<file path="src/rtl/upsample_pkg.sv">
// Shared types and width helpers for the 2x nearest-neighbour upsampler.
package upsample_pkg;

    typedef enum logic {
        S_FILL   = 1'b0,
        S_REPLAY = 1'b1
    } state_t;

    // Counter width for a 0..range-1 counter, never narrower than one bit.
    function automatic int cnt_width(input int range);
        return (range > 1) ? $clog2(range) : 1;
    endfunction

endpackage

</file>
<file path="src/rtl/upsample_2x_nn_if.sv">
// Pixel stream interface: input valid/ready pair and output valid/ready/last pair.
interface upsample_2x_nn_if #(
    parameter int DATA_WIDTH = 32
);
    logic                  i_valid;
    logic [DATA_WIDTH-1:0] i_data;
    logic                  i_ready;
    logic                  o_valid;
    logic [DATA_WIDTH-1:0] o_data;
    logic                  o_ready;
    logic                  o_last;

    modport slave (
        input  i_valid, i_data, o_ready,
        output i_ready, o_valid, o_data, o_last
    );

    modport master (
        output i_valid, i_data, o_ready,
        input  i_ready, o_valid, o_data, o_last
    );
endinterface

</file>
<file path="src/rtl/upsample_row_ram.sv">
// Single-row pixel store: one synchronous write port, one asynchronous read port, no reset.
module upsample_row_ram
    import upsample_pkg::*;
#(
    parameter int DATA_WIDTH = 32,
    parameter int DEPTH      = 4
) (
    input  logic                          clk,
    input  logic                          we,
    input  logic [cnt_width(DEPTH)-1:0]   waddr,
    input  logic [DATA_WIDTH-1:0]         wdata,
    input  logic [cnt_width(DEPTH)-1:0]   raddr,
    output logic [DATA_WIDTH-1:0]         rdata
);

    logic [DATA_WIDTH-1:0] mem [DEPTH];

    always_ff @(posedge clk) begin
        if (we) begin
            mem[waddr] <= wdata;
        end
    end

    assign rdata = mem[raddr];

endmodule

</file>
<file path="src/rtl/upsample_2x_nn.sv">
// 2x nearest-neighbour upsampler: even output rows duplicate live input pixels,
// odd output rows replay the row buffer.
module upsample_2x_nn
    import upsample_pkg::*;
#(
    parameter int DATA_WIDTH  = 32,
    parameter int IMAGE_WIDTH = 4
) (
    input logic              clk,
    input logic              rst_n,
    upsample_2x_nn_if.slave  bus
);

    localparam int            CW       = cnt_width(IMAGE_WIDTH);
    localparam logic [CW-1:0] LAST_IDX = CW'(IMAGE_WIDTH - 1);

    state_t                state;
    state_t                next_state;
    logic [CW-1:0]         col;
    logic [CW-1:0]         row;
    logic                  phase;
    logic                  advance;
    logic                  beat;
    logic                  take_input;
    logic                  row_end;
    logic                  frame_end;
    logic                  out_valid;
    logic                  out_last;
    logic [DATA_WIDTH-1:0] out_data;
    logic [DATA_WIDTH-1:0] ram_rdata;

    always_ff @(posedge clk or negedge rst_n) begin
        if (!rst_n) begin
            state <= S_FILL;
        end else begin
            state <= next_state;
        end
    end

    always_comb begin
        next_state = state;
        if (row_end) begin
            next_state = (state == S_FILL) ? S_REPLAY : S_FILL;
        end
    end

    // A beat is emitted whenever the output register may advance and has something to show:
    // replay always does, fill does on its second copy or when a new pixel arrives.
    always_comb begin
        advance    = !out_valid || bus.o_ready;
        take_input = (state == S_FILL) && !phase && advance && bus.i_valid;
        beat       = advance && ((state == S_REPLAY) || phase || bus.i_valid);
        row_end    = beat && phase && (col == LAST_IDX);
        frame_end  = row_end && (state == S_REPLAY) && (row == LAST_IDX);
    end

    assign bus.i_ready = (state == S_FILL) && !phase && advance;

    always_ff @(posedge clk or negedge rst_n) begin
        if (!rst_n) begin
            col   <= '0;
            row   <= '0;
            phase <= 1'b0;
        end else if (beat) begin
            phase <= !phase;
            if (phase) begin
                col <= row_end ? '0 : col + 1'b1;
            end
            if (frame_end) begin
                row <= '0;
            end else if (row_end && (state == S_REPLAY)) begin
                row <= row + 1'b1;
            end
        end
    end

    // The fill second copy keeps o_data as-is, since it already holds the pixel.
    always_ff @(posedge clk or negedge rst_n) begin
        if (!rst_n) begin
            out_valid <= 1'b0;
            out_last  <= 1'b0;
            out_data  <= '0;
        end else if (advance) begin
            out_valid <= beat;
            out_last  <= frame_end;
            if (beat) begin
                if (state == S_REPLAY) begin
                    out_data <= ram_rdata;
                end else if (!phase) begin
                    out_data <= bus.i_data;
                end
            end
        end
    end

    assign bus.o_valid = out_valid;
    assign bus.o_last  = out_last;
    assign bus.o_data  = out_data;

    upsample_row_ram #(
        .DATA_WIDTH (DATA_WIDTH),
        .DEPTH      (IMAGE_WIDTH)
    ) u_row_ram (
        .clk   (clk),
        .we    (take_input),
        .waddr (col),
        .wdata (bus.i_data),
        .raddr (col),
        .rdata (ram_rdata)
    );

endmodule

</file>
<file path="src/flat_wrapper.sv">
// flat-port wrapper written by rule: the top's interface ports become plain ports
module upsample_2x_nn_flat import upsample_pkg::*;
#(
    parameter int DATA_WIDTH  = 32,
    parameter int IMAGE_WIDTH = 4
)
  (clk, rst_n, bus_i_valid, bus_i_data, bus_o_ready, bus_i_ready, bus_o_valid, bus_o_data, bus_o_last);
  upsample_2x_nn_if #(.DATA_WIDTH(DATA_WIDTH)) bus_i ();
  input logic clk;
  input logic rst_n;
  input wire logic [$bits(bus_i.i_valid)-1:0] bus_i_valid;
  input wire logic [$bits(bus_i.i_data)-1:0] bus_i_data;
  input wire logic [$bits(bus_i.o_ready)-1:0] bus_o_ready;
  output wire logic [$bits(bus_i.i_ready)-1:0] bus_i_ready;
  output wire logic [$bits(bus_i.o_valid)-1:0] bus_o_valid;
  output wire logic [$bits(bus_i.o_data)-1:0] bus_o_data;
  output wire logic [$bits(bus_i.o_last)-1:0] bus_o_last;
  assign bus_i.i_valid = bus_i_valid;
  assign bus_i.i_data = bus_i_data;
  assign bus_i.o_ready = bus_o_ready;
  assign bus_i_ready = bus_i.i_ready;
  assign bus_o_valid = bus_i.o_valid;
  assign bus_o_data = bus_i.o_data;
  assign bus_o_last = bus_i.o_last;
  upsample_2x_nn #(.DATA_WIDTH(DATA_WIDTH), .IMAGE_WIDTH(IMAGE_WIDTH)) u_core (.clk(clk), .rst_n(rst_n), .bus(bus_i));
endmodule
</file>
<file path="config.mk">
export PLATFORM = sky130hd
export DESIGN_NAME = upsample_2x_nn_flat
export DESIGN_NICKNAME = d
export VERILOG_FILES = /design/src/rtl/upsample_pkg.sv /design/src/rtl/upsample_2x_nn_if.sv /design/src/rtl/upsample_row_ram.sv /design/src/rtl/upsample_2x_nn.sv /design/src/flat_wrapper.sv
export SDC_FILE = /design/constraint.sdc
export NUM_CORES = 1
export LEC_CHECK = 0
export CORE_MARGIN = 2
export CORE_UTILIZATION = 60
export CTS_CLUSTER_DIAMETER = 150
export DETAILED_ROUTE_END_ITERATION = 16
export PLACE_DENSITY = 0.88
export SLEW_MARGIN = 20
export SYNTH_ARGS = -nofsm -noshare
export SYNTH_HDL_FRONTEND = slang
export SYNTH_SLANG_ARGS = --single-unit
</file>
<file path="constraint.sdc">
create_clock -name clk -period 3.2 [get_ports clk]
set_input_delay 0.8 -clock clk [delete_from_list [all_inputs] [get_ports clk]]
set_output_delay 0.8 -clock clk [all_outputs]
set_load 0.02 [all_outputs]
</file>
## Word level (Yosys, flattened, before mapping)

Memory sizes are Yosys's and may differ from the RTL's. A register that Yosys moved wholly into a read port is not among the register bits.
Index checks and enable logic that the tools add are counted.

- Input port bits: 36
- Word-level logic and storage cells: 37
- Memory bits (writable): 128
- Memories kept: 1
- Output and inout port bits: 35
- Register bits: 8

- Mux-type cells: 6
- Reduce and logical (&&, ||, !) cells: 18
- Bitwise gates (word level): 1
- Add/sub/neg operators: 2
- Eq/ne operators: 3

Memory list:

| name | depth | bits a word | read ports | clocked after Yosys merged registers in | wr ports | line | RTL |
|---|---|---|---|---|---|---|---|
| u_core.u_row_ram.mem | 4 | 32 | 1 | 1 | 1 | upsample_row_ram.sv:16 | `logic [DATA_WIDTH-1:0] mem [DEPTH];` |

Operators by type and width:

| cell | count |
|---|---|
| $logic_and 1x1->1 | 8 |
| $mux 2 | 3 |
| $add 2x1->2 const B | 2 |
| $eq 2x2->1 const B | 2 |
| $reduce_and 2->1 | 2 |
| $logic_not 1->1 | 3 |
| $logic_or 1x1->1 | 3 |
| $mux 1 | 3 |
| $reduce_and 3->1 | 1 |
| $ne 2x1->1 const B | 1 |
| $reduce_bool 2->1 | 1 |
| $not 1->1 | 1 |

## Longest topological paths before layout

- Depth after elaboration: 9
- Depth in mapped cells: 6
- Depth with buffers taken out: 4

## Hierarchy

From an unflattened synthesis, not the netlist that was laid out.

- Cell total of the unflattened synthesis: 307
- Area, all modules: 6,816.5 sq um

Modules (own cells, without submodules):

| module | cells each | seq. area each (sq um) | area each (sq um) | instances |
|---|---|---|---|---|
| upsample_row_ram | 171 | 3,843.7 | 4,689.5 | 1 |
| upsample_2x_nn | 136 | 1,001.0 | 2,127.0 | 1 |

## Worst setup path after synthesis

OpenSTA, ideal clock, no wires.

- Kind: input port to flip-flop
- Start: input port bus_i_valid
- End: memory u_core.u_row_ram.mem[0][0], enable pin
- Stages on the path: 3
- Path slack: 780 ps
- Buffers on the path: 1
- Arrival: 2,028 ps
- Setup time: 392 ps
- Data required time: 2,808 ps
- Path through: clkbuf_1 and3_1 and2_1

- Longest elaborated chain between the ends: 3

RTL lines:

| what | line | RTL |
|---|---|---|
| start, declared | flat_wrapper.sv:11 | `input wire logic [$bits(bus_i.i_valid)-1:0] bus_i_valid;` |
| $logic_and 1x1->1 | upsample_2x_nn.sv:51 | `take_input = (state == S_FILL) && !phase && advance && bus.i_valid;` |
| $mux 1 | upsample_row_ram.sv:19 | `if (we) begin` |
| $mux 1 (implied by the code) | upsample_row_ram.sv:20 | `mem[waddr] <= wdata;` |
| end, declared | upsample_row_ram.sv:16 |  |

Every way passes these cells.

## Final worst setup path

- Start: input port bus_o_ready
- End: output port bus_i_ready

- Longest elaborated chain between the ends: 2

RTL lines:

| what | line | RTL |
|---|---|---|
| start, declared | flat_wrapper.sv:13 | `input wire logic [$bits(bus_i.o_ready)-1:0] bus_o_ready;` |
| $logic_or 1x1->1 | upsample_2x_nn.sv:50 | `advance = !out_valid \|\| bus.o_ready;` |
| $logic_and 1x1->1 | upsample_2x_nn.sv:57 | `assign bus.i_ready = (state == S_FILL) && !phase && advance;` |
| end, declared | flat_wrapper.sv:14 | `output wire logic [$bits(bus_i.i_ready)-1:0] bus_i_ready;` |

Every way passes these cells.

==> results.md <==
- Outcome: completed
- Total chip power: 7.99 mW
- Vias per inst: 6.91
- Port buffer count: 70
- Antenna cells: 0
- Placement Cell Area: 7910 um^2
- Row cnt: 39
- Vias after detailed routing: 4566
- Hold Slack: 363 ps
- Most instantiated cells after synthesis: edfxtp_1, nand3_1, dfrtp_1
- Flop2flop setup slack: 1120 ps
- Most common cell in the netlist: edfxtp_1
- Gr usage total: 27.6%
- Setup TNS Final: 0 ps
- Ys flop type: edfxtp_1
- Antenna Violating Nets Remaining: 0
- Drt pass-1 iters: 5
- Post CTS Setup Buffer Count: 0
- Post_cts resized: 0
- Iter 0 DRT Violations: 556
- Detail Route met3 WL: 1600 um
- Post-Layout Inst Area: 8570 um^2
- Metal2 WL: 8550 um
- Fraction of layout cells with a size suffix above 1: 16.8%
- Fin. Hold Viols: 0
- Initial antenna violation count: 0
- Startpoint types: input pin
- Final min period: 3040 ps
- Synth async-reset ratio: 23.8%
- P per Cell Area: 933 nW/um^2
- Core Util, Final: 74.7%
- Hold buffer count at CTS: 0
- Slew Viols, Final: 0
- Full die area: 12600 um^2
- Worst-path clk slew: 60 ps
- Area growth syn-to-layout: 21.5%
- Synth cell types: 27
- Yosys reg bits: 168
- I/O pins: 71
- Leakage power: 3.08 nW
- Core area: 11500 um^2
- Setup Skew: 6.65 ps
- Total CTS buffers: 17
- Die Ht: 112 um
- Crit-path max FO: 2
- Crit path capture type: output pin
- Yosys top cell by area: edfxtp_1
- Maximum VDD drop: 0.614 mV
- RSZ-0062 raised after global routing: no
- CTS tree: built
- Hold Path Class: in2async
- DRC violations left: 0
- Netlist area before placement: 7050 um^2
- H-tree depth: 4
- Nets: 546
- Rel. slew slack: 49.2%
- Root Buffer: clkbuf_16
- Pin count of the biggest net entering global routing: 69
- WL final: 16600 um
- Total grt overflow: 0
- Max-Cap Viols: 0
- Die width: 112 um
- Worst-Margin Slew: 762 ps
- CTS Sinks: 168
- Placer Congestion: 0.755
- CP required: 2400 ps
- FMAX: 0.329 GHz
- First-pass GRT wire length: 25800 um
- Endpoints failing setup: 0
- Vias in the first global route: 4731
- Synth warnings: 0
- Initial core utilization: 61.5%
- Largest buffer count on any clock path: 2
- Synth top area cells: edfxtp_1, dfrtp_1, mux4_2, nand3_1, and3b_1
- Top Metal Used: met4
- Average size of a mapped cell: 16.2 um^2
- Setup CP Type: in2out
- Syn nets: 477
- Post-synth EDFFs: 128
- Worst-Skew Late Latency: 430 ps
- Worst Path Arrival: 2240 ps
- DRT met1 WL: 6040 um
- Routed wire per std cell: 25.0 um
- Yosys top cell area share: 54.5%
- Sequential-to-total area share from yosys stat: 68.7%
- Period utilization: 95.0%
- Post-DP HPWL: 9230 um
- Cell count after synthesis: 436
## path summary, 6_finish.rpt
path / startpoint / end / depth (start not counted)
worst max-delay path: bus_o_ready / bus_i_ready / 4
worst max register to register: u_core.state$_DFFE_PN0N_ / u_core.u_row_ram.mem[2][21]$_DFFE_PP_ / 5
max in group asynchronous: rst_n / u_core.col[0]$_DFFE_PN0P_ / 1
worst min-delay path: rst_n / u_core.row[1]$_DFFE_PN0P_ / 1
min in group clk: u_core.bus.o_last$_DFFE_PN0N_ / u_core.bus.o_last$_DFFE_PN0N_ / 2
worst min register to register: u_core.bus.o_last$_DFFE_PN0N_ / u_core.bus.o_last$_DFFE_PN0N_ / 2
## metrics by stage
step                      worst slack [ps]  cells
final                                  159    661
after global routing                  85.6    661
after CTS                              165    661
after detailed placement               137    629
after global placement                 215    629
after floorplan                        780    436
## cells by family after synthesis
| family | synth area share [%] |
|---|---|
| compound gates | 3.05 |
| xor+xnor | 0.124 |
| fa+ha+maj | 0.887 |
| buf+inv | 3.32 |
| flops | 68.7 |
| mux | 11.1 |
| simple gates | 12.8 |
## worst max-delay path: stages
cell and delay, ps:
clkdlybuf4s50_1 480, nor2b_1 60, nor3_1 220, clkdlybuf4s50_1 670
## cell usage in the layout (no fill, tap or decap), drive strengths merged
| master | n |
|---|---|
| mux4 | 32 |
| mux2 | 4 |
| dfrtp | 40 |
| nor2b | 1 |
| a31oi | 32 |
| clkinv | 7 |
| buf | 21 |
| and3 | 1 |
| xnor2 | 1 |
| nand2 | 4 |
| and3b | 32 |
| edfxtp | 128 |
| clkinvlp | 2 |
| bufinv | 6 |
| o21ai | 3 |
| and2 | 4 |
| clkbuf | 17 |
| nand2b | 3 |
| inv | 3 |
| nand4 | 32 |
| ha | 5 |
| nand3 | 66 |
| clkdlybuf4s50 | 69 |
| nor2 | 4 |
| nor3 | 1 |
## report_power, final
group | leakage (nW) | switching (mW) | internal (mW) | total, mW
clock | 0.317 | 0.825 | 1.45 | 2.27
sequential | 1.63 | 0.338 | 2.74 | 3.08
combinational | 1.14 | 1.42 | 1.22 | 2.64
## cell type report
cell class,count,area (um^2)
Inverter,3,11.3
Clock inverter,15,231
Multi-Input combinational cell,225,1970
Tap cell,143,179
Sequential cell,168,4850
Clock buffer,17,425
Timing Repair Buffer,90,898
Fill cell,657,2900
## metal layers
layer / track usage (%) / vias up
met5: 0 / -
met4: 12.4 / 0
met3: 6.86 / 37
met2: 45.5 / 301
met1: 35.3 / 2326
li1: - / 1902
## state kept, by name, indices dropped and copies added, names as in the netlist
name and cells:
u_core.u_row_ram.mem 128, u_core.row 2, u_core.col 2, u_core.bus.o_last 1, u_core.bus.o_valid 1, u_core.bus.o_data 32
u_core.phase 1, u_core.state 1
Power figures use the tool's default switching activity.
